## config.mk

```make
export PLATFORM = sky130hd
export DESIGN_NAME = reg_file_sb
export DESIGN_NICKNAME = d
export VERILOG_FILES = /design/src/rtl/reg_file_sb.sv
export SDC_FILE = /design/constraint.sdc
export NUM_CORES = 1
export LEC_CHECK = 0
export ABC_AREA = 1
export CORE_MARGIN = 8
export CORE_UTILIZATION = 30
export CTS_BUF_LIST = sky130_fd_sc_hd__clkbuf_2
export DETAILED_ROUTE_END_ITERATION = 10
export DONT_BUFFER_PORTS = 1
export PLACE_DENSITY = 0.46
export REMOVE_ABC_BUFFERS = 1
export SKIP_LAST_GASP = 1
export SYNTH_ARGS = -nofsm -noshare
export SYNTH_HDL_FRONTEND = slang
export SYNTH_SLANG_ARGS = --single-unit
```

## constraint.sdc

```tcl
create_clock -name clk -period 3.3 [get_ports clk]
set_input_delay 0.66 -clock clk [delete_from_list [all_inputs] [get_ports clk]]
set_output_delay 0.66 -clock clk [all_outputs]
set_load 0.03 [all_outputs]
```

## src/rtl/reg_file_sb.sv

```systemverilog
// Register file with a per-register write-back scoreboard: 2 async read ports, 1 sync write port, R0 reads 0.
// Optional feature: define REGFILE_BYPASS_EN to forward write-back data to same-cycle reads.
module reg_file_sb #(
  parameter int DATA_W  = 16,
  parameter int ADDR_W  = 4,
  parameter int CNT_W   = 2,
  parameter int DBG_REG = 1
) (
  input  logic              clk,
  input  logic              rst_n,
  input  logic [ADDR_W-1:0] rd_addr_a,
  output logic [DATA_W-1:0] rd_data_a,
  input  logic [ADDR_W-1:0] rd_addr_b,
  output logic [DATA_W-1:0] rd_data_b,
  output logic              busy_a,
  output logic              busy_b,
  output logic              stall,
  input  logic              iss_en,
  input  logic [ADDR_W-1:0] iss_addr,
  output logic              iss_rdy,
  input  logic              wr_en,
  input  logic [ADDR_W-1:0] wr_addr,
  input  logic [DATA_W-1:0] wr_data,
  output logic              sb_err,
  output logic [DATA_W-1:0] dbg_data
);

  localparam int              NREG    = 2 ** ADDR_W;
  localparam logic [CNT_W-1:0] CNT_MAX = '1;

  logic [DATA_W-1:0] regs    [NREG];
  logic [CNT_W-1:0]  cnt     [NREG];
  logic [CNT_W-1:0]  cnt_nxt [NREG];
  logic [NREG-1:0]   inc;
  logic [NREG-1:0]   dec;
  logic              err_set;

  // A retire in the same cycle frees a slot, so a full counter can still accept an issue.
  assign iss_rdy = (cnt[iss_addr] != CNT_MAX) || (wr_en && (wr_addr == iss_addr));

  always_comb begin
    // NOTE: every variable gets a default before any conditional update, so no latch is inferred.
    inc     = '0;
    dec     = '0;
    err_set = iss_en && !iss_rdy;
    for (int i = 0; i < NREG; i++) begin
      cnt_nxt[i] = cnt[i];
      if (i != 0) begin
        inc[i] = iss_en && (iss_addr == ADDR_W'(i)) && iss_rdy;
        dec[i] = wr_en && (wr_addr == ADDR_W'(i));
      end
    end
    for (int i = 0; i < NREG; i++) begin
      if (inc[i] && !dec[i]) begin
        cnt_nxt[i] = cnt[i] + 1'b1;
      end else if (dec[i] && !inc[i]) begin
        if (cnt[i] == '0) err_set = 1'b1;
        else              cnt_nxt[i] = cnt[i] - 1'b1;
      end
    end
  end

  always_comb begin
    rd_data_a = regs[rd_addr_a];
    rd_data_b = regs[rd_addr_b];
    busy_a    = (cnt[rd_addr_a] != '0);
    busy_b    = (cnt[rd_addr_b] != '0);
`ifdef REGFILE_BYPASS_EN
    // The retiring write is forwarded, so only writes still outstanding after it count as busy.
    if (wr_en && (wr_addr == rd_addr_a) && (rd_addr_a != '0)) begin
      rd_data_a = wr_data;
      busy_a    = (cnt[rd_addr_a] > CNT_W'(1));
    end
    if (wr_en && (wr_addr == rd_addr_b) && (rd_addr_b != '0)) begin
      rd_data_b = wr_data;
      busy_b    = (cnt[rd_addr_b] > CNT_W'(1));
    end
`endif
  end

  assign stall    = busy_a || busy_b || (iss_en && !iss_rdy);
  assign dbg_data = regs[ADDR_W'(DBG_REG)];

  // R0 is reset and never written, so it reads as zero without a read-side mux.
  always_ff @(posedge clk or negedge rst_n) begin
    if (!rst_n) begin
      // NOTE: the register array is reset on purpose; architectural state must read 0 after reset.
      for (int i = 0; i < NREG; i++) begin
        regs[i] <= '0;
        cnt[i]  <= '0;
      end
      sb_err <= 1'b0;
    end else begin
      // NOTE: sequential state uses non-blocking assignments so all registers update together.
      if (wr_en && (wr_addr != '0)) regs[wr_addr] <= wr_data;
      for (int i = 0; i < NREG; i++) cnt[i] <= cnt_nxt[i];
      if (err_set) sb_err <= 1'b1;
    end
  end

endmodule
```

# After elaboration in Yosys (flattened, before gate mapping)
# Cells that the tools add are included.
# W data, S select, Z words.
totals:
  ff_bits: 287
  in_bits: 36
  output_inout_bits: 53
  elab_cells: 387
op_classes:
  add_sub_neg: 30
  order_cmp: 5
  n_eq_ne: 47
  n_mux: 108
  n_bitwise: 4
  n_reduce_logical: 161
op_table:
  columns: ["op", "count"]
  rows:
  - ["$bwmux W256", 1]
  - ["$bmux W16 S4", 2]
  - ["$mux W2", 51]
  - ["$mux W16", 5]
  - ["$logic_and A1 B1 Y1", 79]
  - ["$demux W16 S4", 1]
  - ["$eq A4 B4 Y1 const B", 16]
  - ["$mux W1", 45]
  - ["$reduce_bool A2 Y1", 17]
  - ["$eq A4 B3 Y1 const B", 8]
  - ["$ne A2 B2 Y1 const B", 16]
  - ["$logic_not A1 Y1", 31]
  - ["$add A2 B1 Y2 const B", 15]
  - ["$logic_not A2 Y1", 15]
  - ["$reduce_and A2 Y1", 15]
  - ["$sub A2 B1 Y2 const B", 15]
  - ["$bmux W2 S4", 3]
  - ["$ge A5 B5 Y1 const B", 4]
  - ["$not A4 Y5", 4]
  - ["$eq A4 B2 Y1 const B", 4]
  - ["$eq A4 B1 Y1 const B", 2]
  - ["$lt A5 B1 Y1 const B", 1]
  - ["$eq A4 B4 Y1", 1]
  - ["$reduce_bool A4 Y1", 1]
  - ["$logic_or A1 B1 Y1", 3]

# Depth between registers and ports, before layout
depth:
  depth_word: 53
  depth_mapped: 21
  depth_no_buf: 20

# Worst setup path before layout
# OpenSTA, ideal clock, no wires.
synth_timing:
  kind: "input to output"
  from: "in rd_addr_a[1]"
  to: "out rd_data_a[1]"
  t_arrival_ns: 2.213
  required_time_ns: 2.640
  setup_slack_ns: 0.427
  cell_stages: 7
  path_cell_list: "buf_2 > nor2_2 > inv_1 > clkbuf_1 > o22ai_1 > nor3_1 > o21ai_0"
synth_via:
  elab_chain_len: 4
synth_rtl:
  columns: ["element", "line", "text"]
  rows:
  - ["start: declaration", "11", "input logic [ADDR_W-1:0] rd_addr_a,"]
  - ["$not A4 Y5 (implied by the code)", "64", "rd_data_a = regs[rd_addr_a];"]
  - ["$bmux W16 S4", "64", null]
  - ["$mux W16 (implied by the code) (2 in a row)", "64", null]
  - ["end: declaration", "12", "output logic [DATA_W-1:0] rd_data_a,"]
# No other way between the ends. The select of a mux whose other input is x is not followed.

# Worst setup path in the final report
layout_timing:
  from: "reg cnt[6] (netlist bit)"
  to: "out stall"
layout_via:
  elab_chain_len: 8
  word_cells_on_any_way: 17
layout_rtl:
  columns: ["element", "line", "text"]
  rows:
  - ["start: declaration", "32", "logic [CNT_W-1:0] cnt [NREG];"]
  - ["start signal: indexed assignment", "90", "cnt[i] <= '0;"]
  - ["$bmux W2 S4", "39", "assign iss_rdy = (cnt[iss_addr] != CNT_MAX) || (wr_en && (wr_addr == iss_addr));"]
  - ["$mux W2 (implied by the code) (2 in a row)", "39", null]
  - ["$ne A2 B2 Y1", "39", null]
  - ["$logic_or A1 B1 Y1", "39", null]
  - ["$logic_not A1 Y1", "81", "assign stall = busy_a || busy_b || (iss_en && !iss_rdy);"]
  - ["$logic_and A1 B1 Y1", "81", null]
  - ["$logic_or A1 B1 Y1 (*)", "81", null]
  - ["end: declaration", "17", "output logic stall,"]
# Every way passes the cells marked *; elsewhere a longest branch is shown, timed or not. The select of a mux whose other input is x is not followed.

==> metrics.md <==
| Metric | Value |
|---|---|
| Clk_lat worst skew | approximately 1.0 ns |
| Run status | complete, but fails checks |
| Antenna Nets Post-Route | 0 |
| Setup violators final | 0 |
| Clock Skews | 0.0707 ns |
| Hold_buf cts | 20 |
| DRT iter0 DRCs | 1632 |
| Top cells by area, synth | dfrtp_1, o21ai_0, nand2_1, a21oi_1, inv_1 |
| Vias in the first global route | about 16000 |
| Final Routed Wirelength | between 60000 and 70000 µm |
| Fin Hold WS | -0.662 ns |
| GRT overflow | 0 |
| # DRC | 0 |
| Max VDD drop | around 210 µV |
| Layout cells sized above 1 | 11.8% |
| EDFF count, synth | 0 |
| Crit-path max FO | 5 |
| Core ar. | roughly 55000 µm² |
| Via count | 16000 |
| Total power | between 9 and 10 mW |
| Crit. End Element | output pin |
| Synth Instances | 2266 |
| Min Tclk post-route | 3.15 ns |
| YS warnings | 0 |
| Cts bufs inserted | 86 |
| Iteration count of the initial detailed-routing pass | 6 |
| First-pass GRT wire length | about 97000 µm |
| Largest net degree at the start of global routing | about 290 |
| Most frequent cells in the layout | o21ai_0, nand2_1, dfrtp_1 |
| # IOs | 89 |
| Pwr dens | 505 nW/µm² |
| Design Area, Final | 18800 µm² |
| Die X | 251 µm |
| Type of the worst setup path | reg -> out |
| Die H | between 200 and 300 µm |
| PortBufs | 0 |
| FF-to-FF Start | cnt[13] |
| Top-area cell type share of the netlist area | between 40% and 50% |
| Initial core utilization | 30.2% |
| Flops & latches, synth | between 200 and 300 |
| Max Clk Rate | 317 MHz |
| Clock Tree Root | clkbuf_2 |
| Final hold violations | 287 |
| Critical Path RT | 2.64 ns |
| LEAKAGE | approximately 8.5 nW |
| TritonCTS clock tree | done |
| Final period util | between 90% and 100% |
| Clock sinks | ~290 |
| Detailed-route wire length per cell | between 20 and 25 µm |
| Total Nets Final | 2338 |
| Layout area overhead | 13.3% |
| Via/cell ratio | roughly 5.3 |
| Critical Path Start Type | flip-flop |
| CTS H-Tree Depth | 3 |
| Commonest non-fill, non-tap cell in the layout | o21ai_0 |
| Area leader, netlist | dfrtp_1 |
| Main flop type after synthesis | dfrtp_1 |
| Worst-Margin Slew | approximately 1.1 ns |
| Detailed-placement wirelength estimate | ~38000 µm |
| Crit path arrival time | between 2 and 2.5 ns |
| Yosys cell types | 32 |
| Synthesized area | between 15000 and 20000 µm² |
| Initial antenna violation count | 4 |
| Violated checks | negative hold slack |
| Hold WC Path Type | in -> async |
| RSZ-0062 raised after global routing | true |
| Max cap viols | 0 |
| Die area | between 60000 and 70000 µm² |
| Area after DPL | 17700 µm² |
| RePlAce Congestion | just under 0.9 |
| Ys async rst share | 100% |
| CP Launch Point | cnt[6] |
| Worst slew margin | approximately 30% |
| CTS max path bufs | 3 |
| GRT Total Usage | a little under 20% |
| Clock transition at the registers of the reported paths | around 0.12 ns |
| Synth Area per Inst | 7.32 µm² |
| Register area share after synthesis | between 40 and 50% |
| Cell Rows | 86 |
| Max Slew Vio Count | 0 |
-- per-stage QoR --
step / hold WS [ns] / util (%) / setup WS [ns] / instances / TNS [ns]
global route: -0.766 / 34.2 / -0.0249 / 3041 / -0.0249
floorplan: 0.364 / - / -1.38 / 2071 / -26.48
global placement: 0.380 / 32.2 / 0.305 / 2857 / 0
CTS: -0.825 / 34.2 / -0.000115 / 3039 / -0.000115
finish: -0.662 / 34.2 / 0.149 / 3041 / 0
detailed placement: 0.384 / 32.2 / 0.330 / 2857 / 0
-- per-layer routing --
layer	share of wire [%]	track usage, %	vias up
met5	0.054	0	-
li1	-	-	7666
met3	6.7	3.61	114
met1	44	26.5	7619
met4	2.5	6.95	6
met2	46	32.0	612
-- layout make-up --
type                            count  area [µm²]
Tap cell                          704         881
Inverter                          235         886
Multi-Input combinational cell   1549        7820
Antenna cell                        1        2.50
Fill cell                        5903       36100
Clock buffer                      130         651
Sequential cell                   287        7190
Timing Repair Buffer              113        1250
Clock inverter                     22         111
-- path summary, 6_finish.rpt --
check | to | slack, ns | depth (start not counted)
max | stall | 0.15 | 11
min | regs[168] | -0.66 | 0
max reg2reg | sb_err | 0.71 | 20
min reg2reg | regs[246] | 0.40 | 0
max in group asynchronous | cnt[23] | 3.04 | 0
min in group clk | cnt[14] | 0.16 | 5
-- critical path, stage by stage, from the launching register on --
cell and delay (ns):
dfrtp_1 0.40, inv_1 0.09, o21ai_0 0.20, nand2_1 0.07, nand2_1 0.06, nand2_1 0.04
nand2_1 0.08, inv_1 0.06, nand2_4 0.12, nand3_2 0.13, nand2_2 0.12, buf_12 0.12
-- what timing repair did --
action | CTS | global route
setup buffers | 10 | 1
resized for setup | 21 | 10
pin swaps | 4 | 2
endpoints found under the hold margin | 529 | 287
endpoints found under the setup margin | 3 | 4
-- Yosys cell counts (3+ instances only) --
cell type,n
or2_2,3
buf_2,15
nor2_2,6
nand4_1,3
clkinv_1,5
o22ai_1,18
nand2_1,419
nand3_1,160
o221ai_1,5
inv_2,5
a21oi_1,235
a22oi_1,14
o2111ai_1,17
buf_4,17
o21ai_0,449
nor3_1,23
dfrtp_1,287
o211ai_1,48
ha_1,30
clkbuf_1,139
xor2_1,13
a211oi_1,3
buf_1,22
inv_1,225
nor2_1,95
-- logic make-up after synthesis --
logic type	synth area share, %
adder cells (fa/ha/maj)	2.26
AO/OA/AOI/OAI	25.5
XOR/XNOR	0.740
AND/OR/NAND/NOR	17.9
flip-flops	43.3
buffers and inverters	10.3
-- state kept, by name (all words and copies together) (netlist names) --
register / count
regs: 240
dbg_data: 16
cnt: 30
sb_err: 1
-- power by group --
part           total [mW]  switching, mW  internal, mW
combinational        2.07           1.29         0.785
clock                2.80           1.68          1.12
sequential           4.62          0.444          4.17
total                9.49           3.41          6.07
(Power assumes the default switching activity.)
==> patch: new RTL, same settings <==
The option `REGFILE_BYPASS_EN` is turned on by a define.
--- a/src/rtl/reg_file_sb.sv
+++ b/src/rtl/reg_file_sb.sv
@@ -1,4 +1,6 @@
 // Register file with a per-register write-back scoreboard: 2 async read ports, 1 sync write port, R0 reads 0.
 // Optional feature: define REGFILE_BYPASS_EN to forward write-back data to same-cycle reads.
+`define REGFILE_BYPASS_EN
+
 module reg_file_sb #(
   parameter int DATA_W  = 16,
Function: changed (a bounded check fails within 4 cycles, from zero or initial values and one cycle with rst_n low).
==> patch against the unedited design <==
The flow still finishes with violations (negative hold slack); design area rose by 3.7%; die area rose by 5.4%; sequential cell count did not move; setup slack got worse by 5.6 ps; fmax fell by 0.18%; combinational power rose by 21%; power rose by 7.4%; synthesized cell count rose by 8.5%; area after synthesis rose by 5.8%; via count rose by 7.1%; wire length rose by 4.9%; largest cell class unchanged; highest routed layer is now met4.
==> patch: results (changes against the unedited design) <==
.. list-table::
   :header-rows: 1

   * - Metric
     - Value
   * - Number of endpoints with negative hold slack in the final report
     - 287 (unchanged)
   * - Violations in the final reports
     - negative hold slack
   * - Insertion delay to the later sink of the worst-skew pair
     - 1050 ps
   * - Placed cell areas
     - 18,100 um^2 (+2.3%)
   * - Total via count after detailed routing
     - 17.2k (+7.1%)
   * - Maximum VDD drop
     - 183 uV (-11%)
   * - Net switching power figure
     - 3800 uW (+11%)
   * - Cell types with the highest counts after synthesis
     - sky130_fd_sc_hd__nand2_1, sky130_fd_sc_hd__o21ai_0, sky130_fd_sc_hd__dfrtp_1
   * - Met2 layer wire length in the routed design
     - 29,200 um (-0.78%)
   * - Global-route wire length before repair
     - 101,000 um (+4.3%)
   * - Endpoint of the most critical setup path
     - rd_data_a[1]
   * - Worst-case clock buffer depth
     - 3 (unchanged)
   * - Lkg Pwr
     - 0.00880 uW (+4.0%)
   * - Count of distinct cell types in the synthesized netlist
     - 31 (-3.1%)
   * - Number of violations reported at the end of detailed-routing iteration 0
     - 1,474 (-9.7%)
   * - Crit path launch
     - dbg_data[1]
   * - Internal reg-to-reg setup slack
     - 670 ps (-40 ps)
   * - Worst slew slack as a fraction of its limit
     - 16.9% (-13 points)
   * - Wire length on met1
     - 29,900 um (+6.9%)
   * - Clk pin slew, worst setup/hold paths
     - 100 ps (-20 ps)
   * - Hold bufs inserted after CTS
     - 24 (+20%)
   * - Tot GR Track Use
     - 19.5% (-0.28 points)
   * - Number of iterations in the first detailed-routing pass
     - 5 (-1)
   * - Run status
     - finished with violations
   * - Post-detailed-route wirelength per cell
     - 20.4 um (-1.9%)
   * - Dpl ws
     - 347 ps (+16.4 ps)
   * - Sequential area share after synthesis
     - 41.0% (-2.4 points)
   * - HPWL after DPL
     - 36,700 um (-2.8%)
   * - TritonCTS buffer count
     - 87 (+1.2%)
   * - Share of final-layout standard cells stronger than drive strength 1
     - 13.3% (+1.5 points)
   * - Final Skew
     - 36.1 ps (-34.6 ps)
   * - DR top layer
     - met4
   * - Total length of routed met3 wires
     - 4970 um (+18%)
   * - Largest cells by area after synthesis
     - sky130_fd_sc_hd__dfrtp_1, sky130_fd_sc_hd__nand2_1, sky130_fd_sc_hd__o21ai_0
   * - Number of global-route vias before repair
     - 16.2k (+4.4%)
   * - Placed cell count
     - 3,069 (+7.4%)
   * - Worst r2r src
     - cnt[10]
   * - Post-DR vias/cell
     - 5.27 (+0.13%)
   * - Final hold slack
     - -688 ps (-25.9 ps)
   * - IO Port Bufs
     - 0 (unchanged)
   * - Gate Count Post-Synth
     - 2,458 (+8.5%)
   * - GPL Wtd Cong
     - 0.873 (-2.2%)
   * - Worst Path Max Fanout
     - 3 (-2)
   * - Period utilisation layout
     - 95.7% (+0.17 points)
==> patch: cell types whose count changed after synthesis, moves of 19 or more <==
cell / before / now
sky130_fd_sc_hd__nand2_1: 419 / 544
sky130_fd_sc_hd__nand3_1: 160 / 258
sky130_fd_sc_hd__a31oi_1: 0 / 29
sky130_fd_sc_hd__nor3_1: 23 / 4
sky130_fd_sc_hd__o21ai_0: 449 / 362
sky130_fd_sc_hd__clkbuf_1: 139 / 96
sky130_fd_sc_hd__o21ai_1: 1 / 51
sky130_fd_sc_hd__a21oi_1: 235 / 148
sky130_fd_sc_hd__buf_2: 15 / 83
sky130_fd_sc_hd__o211ai_1: 48 / 126
==> patch: critical path, stage by stage, from the launching register on <==
cell and delay [ps]:
sky130_fd_sc_hd__dfrtp_2 490, sky130_fd_sc_hd__inv_2 80, sky130_fd_sc_hd__a21oi_1 110, sky130_fd_sc_hd__o21ai_0 120
sky130_fd_sc_hd__nand3_1 100, sky130_fd_sc_hd__nand3_1 120, sky130_fd_sc_hd__a31oi_4 280, sky130_fd_sc_hd__buf_6 170
==> patch: power by group through the flow <==
stage	registers, uW	logic, uW	clock network (uW)
4_1_cts	4810	2430	3010
3_5_place_dp	4870	2290	0
2_1_floorplan	4710	1710	0
6_report	4820	2510	2850
5_1_grt	4910	2870	3180
3_3_place_gp	4850	2250	0
==> patch: worst min path at each step <==
stage | start | end | slack [ps] | cells after the start
finish | rst_n | cnt[29] | -690 | 0
global route | rst_n | cnt[29] | -880 | 0
CTS | rst_n | cnt[20] | -860 | 0
detailed placement | rst_n | cnt[22] | 380 | 0
global placement | rst_n | cnt[28] | 380 | 0
floorplan | rst_n | cnt[0] | 360 | 0
==> patch: cell families (layout without fill, tap and decap cells) <==
kind of cell | count (synthesis) | after routing | synth area share [%]
compound gates | 732 | 732 | 23.0
xor+xnor | 2 | 2 | 0.0999
fa+ha+maj | 30 | 30 | 2.14
buf+inv | 476 | 501 | 11.2
flops | 287 | 287 | 41.0
other cells | 0 | 4 | 0
simple gates | 931 | 931 | 22.6
==> patch: cell type report <==
type,count,area (um^2)
fillers,6229,38300
multi-input cells,1695,8710
flip-flops and latches,287,7210
inverters,256,965
well taps,765,957
repair buffers,98,871
clock buffers,124,621
clock inverters,23,148
diodes,4,10.0
==> patch: timing repair <==
action,in CTS,in global routing
buffers inserted,3,5
gates resized for setup,49,57
setup endpoints to repair,25,26
hold endpoints to repair,531,287
pin swaps,3,20
==> patch: metal layers <==
layer  global-route usage (%)  vias up
met5                        0        -
met4                     7.41        0
met3                     4.56      151
met2                     29.7      617
met1                     26.8     8201
li1                         -     8181
